==> src/rtl/elastic_pipe_pkg.sv <==
// Shared helpers for the elastic pipeline slice.
// Holds no types; parameter-derived widths are computed by each module.
package elastic_pipe_pkg;

  function automatic int unsigned count_width(input int unsigned depth);
    return $clog2(depth + 1);
  endfunction

endpackage

==> src/rtl/elastic_pipe_stage.sv <==
// One register stage of the elastic pipeline: a valid bit and a data word
// that load from upstream whenever the stage is allowed to advance.
module pipe_stage #(
  parameter int unsigned      WIDTH = 1,
  parameter logic [WIDTH-1:0] INIT  = '0
) (
  input  logic             clk,
  input  logic             rst,
  input  logic             flush,
  input  logic             adv,
  input  logic             in_valid,
  input  logic [WIDTH-1:0] in_data,
  output logic             valid,
  output logic [WIDTH-1:0] data
);

  logic             valid_q, valid_d;
  logic [WIDTH-1:0] data_q,  data_d;

  // Data only moves with a valid entry and never during flush, so bubbles
  // and discarded entries leave the register contents untouched.
  always_comb begin
    valid_d = valid_q;
    data_d  = data_q;
    if (flush) begin
      valid_d = 1'b0;
    end else if (adv) begin
      valid_d = in_valid;
      if (in_valid) begin
        data_d = in_data;
      end
    end
  end

  always_ff @(posedge clk) begin
    if (rst) begin
      valid_q <= 1'b0;
      data_q  <= INIT;
    end else begin
      valid_q <= valid_d;
      data_q  <= data_d;
    end
  end

  assign valid = valid_q;
  assign data  = data_q;

endmodule

==> src/rtl/elastic_pipe.sv <==
// Bubble-collapsing elastic pipeline of DEPTH register stages with a
// valid/ready handshake on both ends, flush, and a registered occupancy count.
module elastic_pipe
  import elastic_pipe_pkg::*;
#(
  parameter int unsigned      WIDTH = 1,
  parameter int unsigned      DEPTH = 2,
  parameter logic [WIDTH-1:0] INIT  = '0,
  localparam int unsigned     CNT_W = count_width(DEPTH)
) (
  input  logic             clk,
  input  logic             rst,
  input  logic             flush,
  input  logic             in_valid,
  input  logic [WIDTH-1:0] in_data,
  output logic             in_ready,
  output logic             out_valid,
  output logic [WIDTH-1:0] out_data,
  input  logic             out_ready,
  output logic [CNT_W-1:0] count
);

  logic [DEPTH-1:0] v;
  logic [DEPTH-1:0] adv;
  logic [WIDTH-1:0] d [DEPTH];

  logic             push;
  logic             pop;
  logic [CNT_W-1:0] count_q, count_d;

  // Advance chain resolved in one block, walking from the output back to
  // the input, so an empty stage anywhere lets everything behind it move.
  always_comb begin
    adv            = '0;
    adv[DEPTH-1]   = out_ready | ~v[DEPTH-1];
    for (int unsigned k = DEPTH - 1; k > 0; k--) begin
      adv[k-1] = adv[k] | ~v[k-1];
    end
  end

  assign in_ready = adv[0] & ~flush & ~rst;
  assign push     = in_valid & in_ready;
  assign pop      = v[DEPTH-1] & out_ready;

  for (genvar k = 0; k < DEPTH; k++) begin : g_stage
    logic             stage_in_valid;
    logic [WIDTH-1:0] stage_in_data;

    if (k == 0) begin : g_head
      assign stage_in_valid = push;
      assign stage_in_data  = in_data;
    end else begin : g_body
      assign stage_in_valid = v[k-1];
      assign stage_in_data  = d[k-1];
    end

    pipe_stage #(
      .WIDTH (WIDTH),
      .INIT  (INIT)
    ) u_stage (
      .clk      (clk),
      .rst      (rst),
      .flush    (flush),
      .adv      (adv[k]),
      .in_valid (stage_in_valid),
      .in_data  (stage_in_data),
      .valid    (v[k]),
      .data     (d[k])
    );
  end

  // Occupancy tracks pushes and pops; entries are conserved, so this equals
  // the number of set valid bits without a popcount tree.
  always_comb begin
    count_d = count_q;
    if (flush) begin
      count_d = '0;
    end else begin
      count_d = count_q + CNT_W'(push) - CNT_W'(pop);
    end
  end

  always_ff @(posedge clk) begin
    if (rst) begin
      count_q <= '0;
    end else begin
      count_q <= count_d;
    end
  end

  assign out_valid = v[DEPTH-1];
  assign out_data  = d[DEPTH-1];
  assign count     = count_q;

endmodule

==> config.mk <==
export PLATFORM = sky130hd
export DESIGN_NAME = elastic_pipe
export DESIGN_NICKNAME = d
export VERILOG_FILES = /design/src/rtl/elastic_pipe_pkg.sv /design/src/rtl/elastic_pipe_stage.sv /design/src/rtl/elastic_pipe.sv
export SDC_FILE = /design/constraint.sdc
export NUM_CORES = 1
export LEC_CHECK = 0
export CORE_AREA = 5 5 42 44
export DETAILED_ROUTE_END_ITERATION = 10
export DIE_AREA = 0 0 47 49
export PLACE_DENSITY = 0.51
export SLEW_MARGIN = 5
export SYNTH_ARGS = -nofsm -noshare
export SYNTH_HDL_FRONTEND = slang
export SYNTH_SLANG_ARGS = --single-unit
==> constraint.sdc <==
create_clock -name clk -period 3.4 [get_ports clk]
set_input_delay 0.34 -clock clk [delete_from_list [all_inputs] [get_ports clk]]
set_output_delay 0.34 -clock clk [all_outputs]
set_load 0.01 [all_outputs]
### Word-level counts from Yosys, hierarchy flattened

Index checks and enable logic that the tools add are counted.

| operators by class | value |
|---|---|
| add/subtract/negate cells | 2 |
| bitwise gates (word level) | 10 |
| reduce and logical (&&, ||, !) cells | 3 |

Operators with widths:

| operator | count |
|---|---|
| AND reduction 3 bit | 2 |
| AND 1 bit | 4 |
| NOT 1 bit | 4 |
| adder 2 x 1 -> 2 bit | 1 |
| bitwise OR 1 bit | 2 |
| OR reduction 2 bit | 1 |
| subtractor 2 x 1 -> 2 bit | 1 |

| word-level totals | value |
|---|---|
| register bits | 6 |
| input bits | 6 |
| output and inout bits | 5 |

### Longest topological paths before layout

| logic depth | value |
|---|---|
| depth after elaboration | 8 |
| depth in mapped cells | 8 |

### Modules after synthesis

Synthesis repeated with hierarchy kept, for this count alone.

| unflattened totals | value |
|---|---|
| cells, all modules | 31 |
| area, all modules | 319.1 µm² |

Modules (own cells, without submodules):

| module | instances | cells an instance | area each (µm²) | sequential area each (µm²) |
|---|---|---|---|---|
| pipe_stage | 2 | 8 | 85.1 | 40.0 |
| elastic_pipe | 1 | 15 | 148.9 | 40.0 |

### Least setup slack after synthesis

Ideal clock, no wire load.

| timing path | value |
|---|---|
| path type | input to register |
| from | input port rst |
| to | register count_q[1] (netlist: count[1]) |
| setup time | 116 ps |
| arrival | 1,412 ps |
| slack | 1,872 ps |
| cell stages on the path | 8 |
| cells stage by stage | nor2_2 nand3_2 ha_1 inv_1 ha_1 xor2_1 xnor2_1 nor3_1 |

| on the way | value |
|---|---|
| word-level cells in the longest chain between the ends | 5 |
| elaborated cells between the ends (all ways) | 6 |
| those cells by class | add/sub: 2; bitwise: 3; reduce/logical: 1 |

Ends and longest elaborated chain:

| item | RTL line | text |
|---|---|---|
| start, declared | elastic_pipe.sv:12 | `input logic rst,` |
| NOT 1 bit | elastic_pipe.sv:41 | `assign in_ready = adv[0] & ~flush & ~rst;` |
| AND 1 bit | elastic_pipe.sv:41 |  |
| AND 1 bit | elastic_pipe.sv:42 | `assign push = in_valid & in_ready;` |
| adder 2 x 1 -> 2 bit | elastic_pipe.sv:79 | `count_d = count_q + CNT_W'(push) - CNT_W'(pop);` |
| subtractor 2 x 1 -> 2 bit | elastic_pipe.sv:79 |  |
| end signal, assigned | elastic_pipe.sv:87 | `count_q <= count_d;` |
| end, declared | elastic_pipe.sv:29 | `logic [CNT_W-1:0] count_q, count_d;` |

Several ways; a longest one is shown, not always the timed one.
A chain may end at the register's enable or synchronous reset.

### Worst setup path in the final report

| timing path | value |
|---|---|
| from | input port rst |
| to | output port in_ready |

| on the way | value |
|---|---|
| word-level cells in the longest chain between the ends | 2 |

Ends and longest elaborated chain:

| item | RTL line | text |
|---|---|---|
| NOT 1 bit | elastic_pipe.sv:41 |  |
| AND 1 bit | elastic_pipe.sv:41 |  |
| end, declared | elastic_pipe.sv:16 | `output logic in_ready,` |

No other way between the ends.

==> run metrics <==
RR Startpoint=g_stage[1].u_stage.valid$_SDFFE_PP0P_; core area=1400 um2; multi-input gate area in the final layout=159 um2; TritonRoute pass-1 iters=4; Area Overhead vs Synth=49.8%; Final Power=0.157 mW; fraction of layout cells with a size suffix above 1=17.1%; Mapped Area=287 um2; CTS Hold Bufs=0; fillcell total=167; # nets final=51; Die X=47 um; Num CTS Buffers=3; std cell rows=14; mux cell area share after synthesis=5.24%; CP max FO=5; H-Tree Depth=1; grt ovf=0; Hold Path Depth=2; antenna diode count=0; design area=429 um2; RSZ-0062 raised after global routing=no; TritonCTS clock tree=done; hold_sp=g_stage[1].u_stage.data$_SDFFE_PP0P_; post-DR wirelength/cell=9.60 um; commonest non-fill, non-tap cell in the layout=clkdlybuf4s50_1; register area share after synthesis=41.9%; IR drop worst, VDD=0.178 mV; r2r worst-path depth=8; WP data arrival=1740 ps; Crit path max-delay family=buffers and inverters; Mapped Nets=36; routed vias=235; Synthesis Warnings=0; slowest CP cell=clkdlybuf4s50_1; final hold viol count=0; vias in the first global route=235; post-CTS sizing=0; placed instance area=407 um2; Final Max Slew Viols=0; initial antenna violation count=0; Hold Crit Class=reg2reg; die area=2300 um2; Post-DRT Antenna Nets=0; final setup fails=0; most frequent cells in the layout=10 x clkdlybuf4s50_1, 6 x dfxtp_1, 3 x clkbuf_4; Max Cap Viol=0; die height=49 um; drt total wl=547 um; Worst Max-Slew Pin Slew=202 ps; DRC viols=0; GRT Overall Usage=6.13%; synthesized instance count=28; fin util=30.6%; root buffer cell=clkbuf_4; crit path launch type=primary input; simple-gate area share of the yosys netlist=26.6%; pin count of the biggest net entering global routing=6; fin crit share=61.3%; clock sink total=6; Slew headroom=86.5%; initial core utilization=20.4%; #FFs+latches synth=6; Critical Path, Cell by Cell=clkdlybuf4s50_1 -> nor2_2 -> and2_1 -> clkdlybuf4s50_1; setup slack at placement=1210 ps; setup TNS=0 ps; main combinational cell family by area after synthesis=simple AND/OR/NAND/NOR gates; min Tclk post-route=2080 ps; pwr dens=365 nW/um2; Setup WS post-layout=1320 ps; clk_lat worst skew=250 ps; fmax=480 MHz; CP peak stage delay=530 ps; number of cells on the critical path=4; XOR/XNOR share of the synthesized area=6.11%; Crit Path Category=in2out; compound-gate portion of the synthesized area=8.73%; Crit path required time=3060 ps; CP dominant cell by count=clkdlybuf4s50_1; initial detailed-routing violation count=3; clock transition at the registers of the reported paths=50 ps; library cells used by synthesis=19; post-CTS setup buffers=0; Adder-Cell Fraction of Synth Area=8.73%; Worst Path Buf+Inv=2; IO Pins=11; routability congestion estimate=0.652; Setup crit start=rst; register area=120 um2; Post-DP HPWL=461 um; CTS max path bufs=2; first-pass GRT wire length=938 um; Via density=4.12; Avg Synthesized Cell Area=10.2 um2; Final Skew=8.87 ps; IO Port Bufs=10; status=complete, no violations; CP Capture Type=primary output; Static Leakage=0.179 nW
-- worst paths after layout --
check                                         end  slack [ps]
max                                      in_ready        1320
max reg2reg                   count[1]$_SDFF_PP0_        1860
min reg2reg  g_stage[1].u_stage.data$_SDFFE_PP0P_         480
min          g_stage[1].u_stage.data$_SDFFE_PP0P_         480
-- cells in the mapped netlist --
library cell	instances	area, um2
nor3_1	1	5.00
nor2b_1	2	12.5
a21boi_1	1	7.51
nand2b_1	1	6.26
mux2_4	1	15.0
ha_1	2	25.0
and2_2	1	7.51
o21a_1	1	7.51
a21oi_1	1	5.00
nor2_2	1	6.26
nand3_2	1	10.0
dfxtp_1	6	120
o21ai_0	1	5.00
xor2_1	1	8.76
nand3b_1	1	7.51
and2_1	2	12.5
xnor2_1	1	8.76
or3b_1	1	8.76
inv_1	2	7.51
-- stage by stage --
stage	std cells	hold slack, ps
6_report	57	479
3_3_place_gp	54	469
5_1_grt	57	526
2_1_floorplan	28	409
4_1_cts	57	486
3_5_place_dp	54	477
-- worst min-delay path: cells and delay by family (launching register included) --
family | cells | cell delay, ps
AO/OA/AOI/OAI | 2 | 130
flip-flops | 1 | 300
-- cell type report --
type                       instances  share of cell area (%)
clock buffer                       3                    5.25
inverter                           2                    1.75
multi-input combinational         20                    37.0
sequential                         6                    28.0
tap                               16                    4.66
timing repair buffer              10                    23.3
-- sequential cells by signal, indices dropped and copies added (netlist names) --
| name | cells |
|---|---|
| count | 2 |
| g_stage.u_stage.valid | 2 |
| g_stage.u_stage.data | 2 |
-- kinds of logic after synthesis --
kind of cell,Yosys count
compound gates,4
xor+xnor,2
fa+ha+maj,2
buf+inv,2
flops,6
mux,1
simple gates,11
-- report_power, final --
part	switching [mW]	internal, mW	leakage, nW	total (mW)
registers	0.00101	0.0725	0.0487	0.0735
logic	0.00629	0.0115	0.117	0.0178
clock network	0.0255	0.0399	0.0138	0.0654
total	0.0328	0.124	0.179	0.157
-- routing by layer --
metal / GRT usage, % / up-vias / routed length, um
met3: 5.54 / 4 / 48
li1: - / 120 / -
met4: 4.15 / 0 / 16
met2: 7.69 / 8 / 260
met5: 0 / - / 0
met1: 6.39 / 103 / 222
No activity file was read; power rests on OpenSTA's default activity.
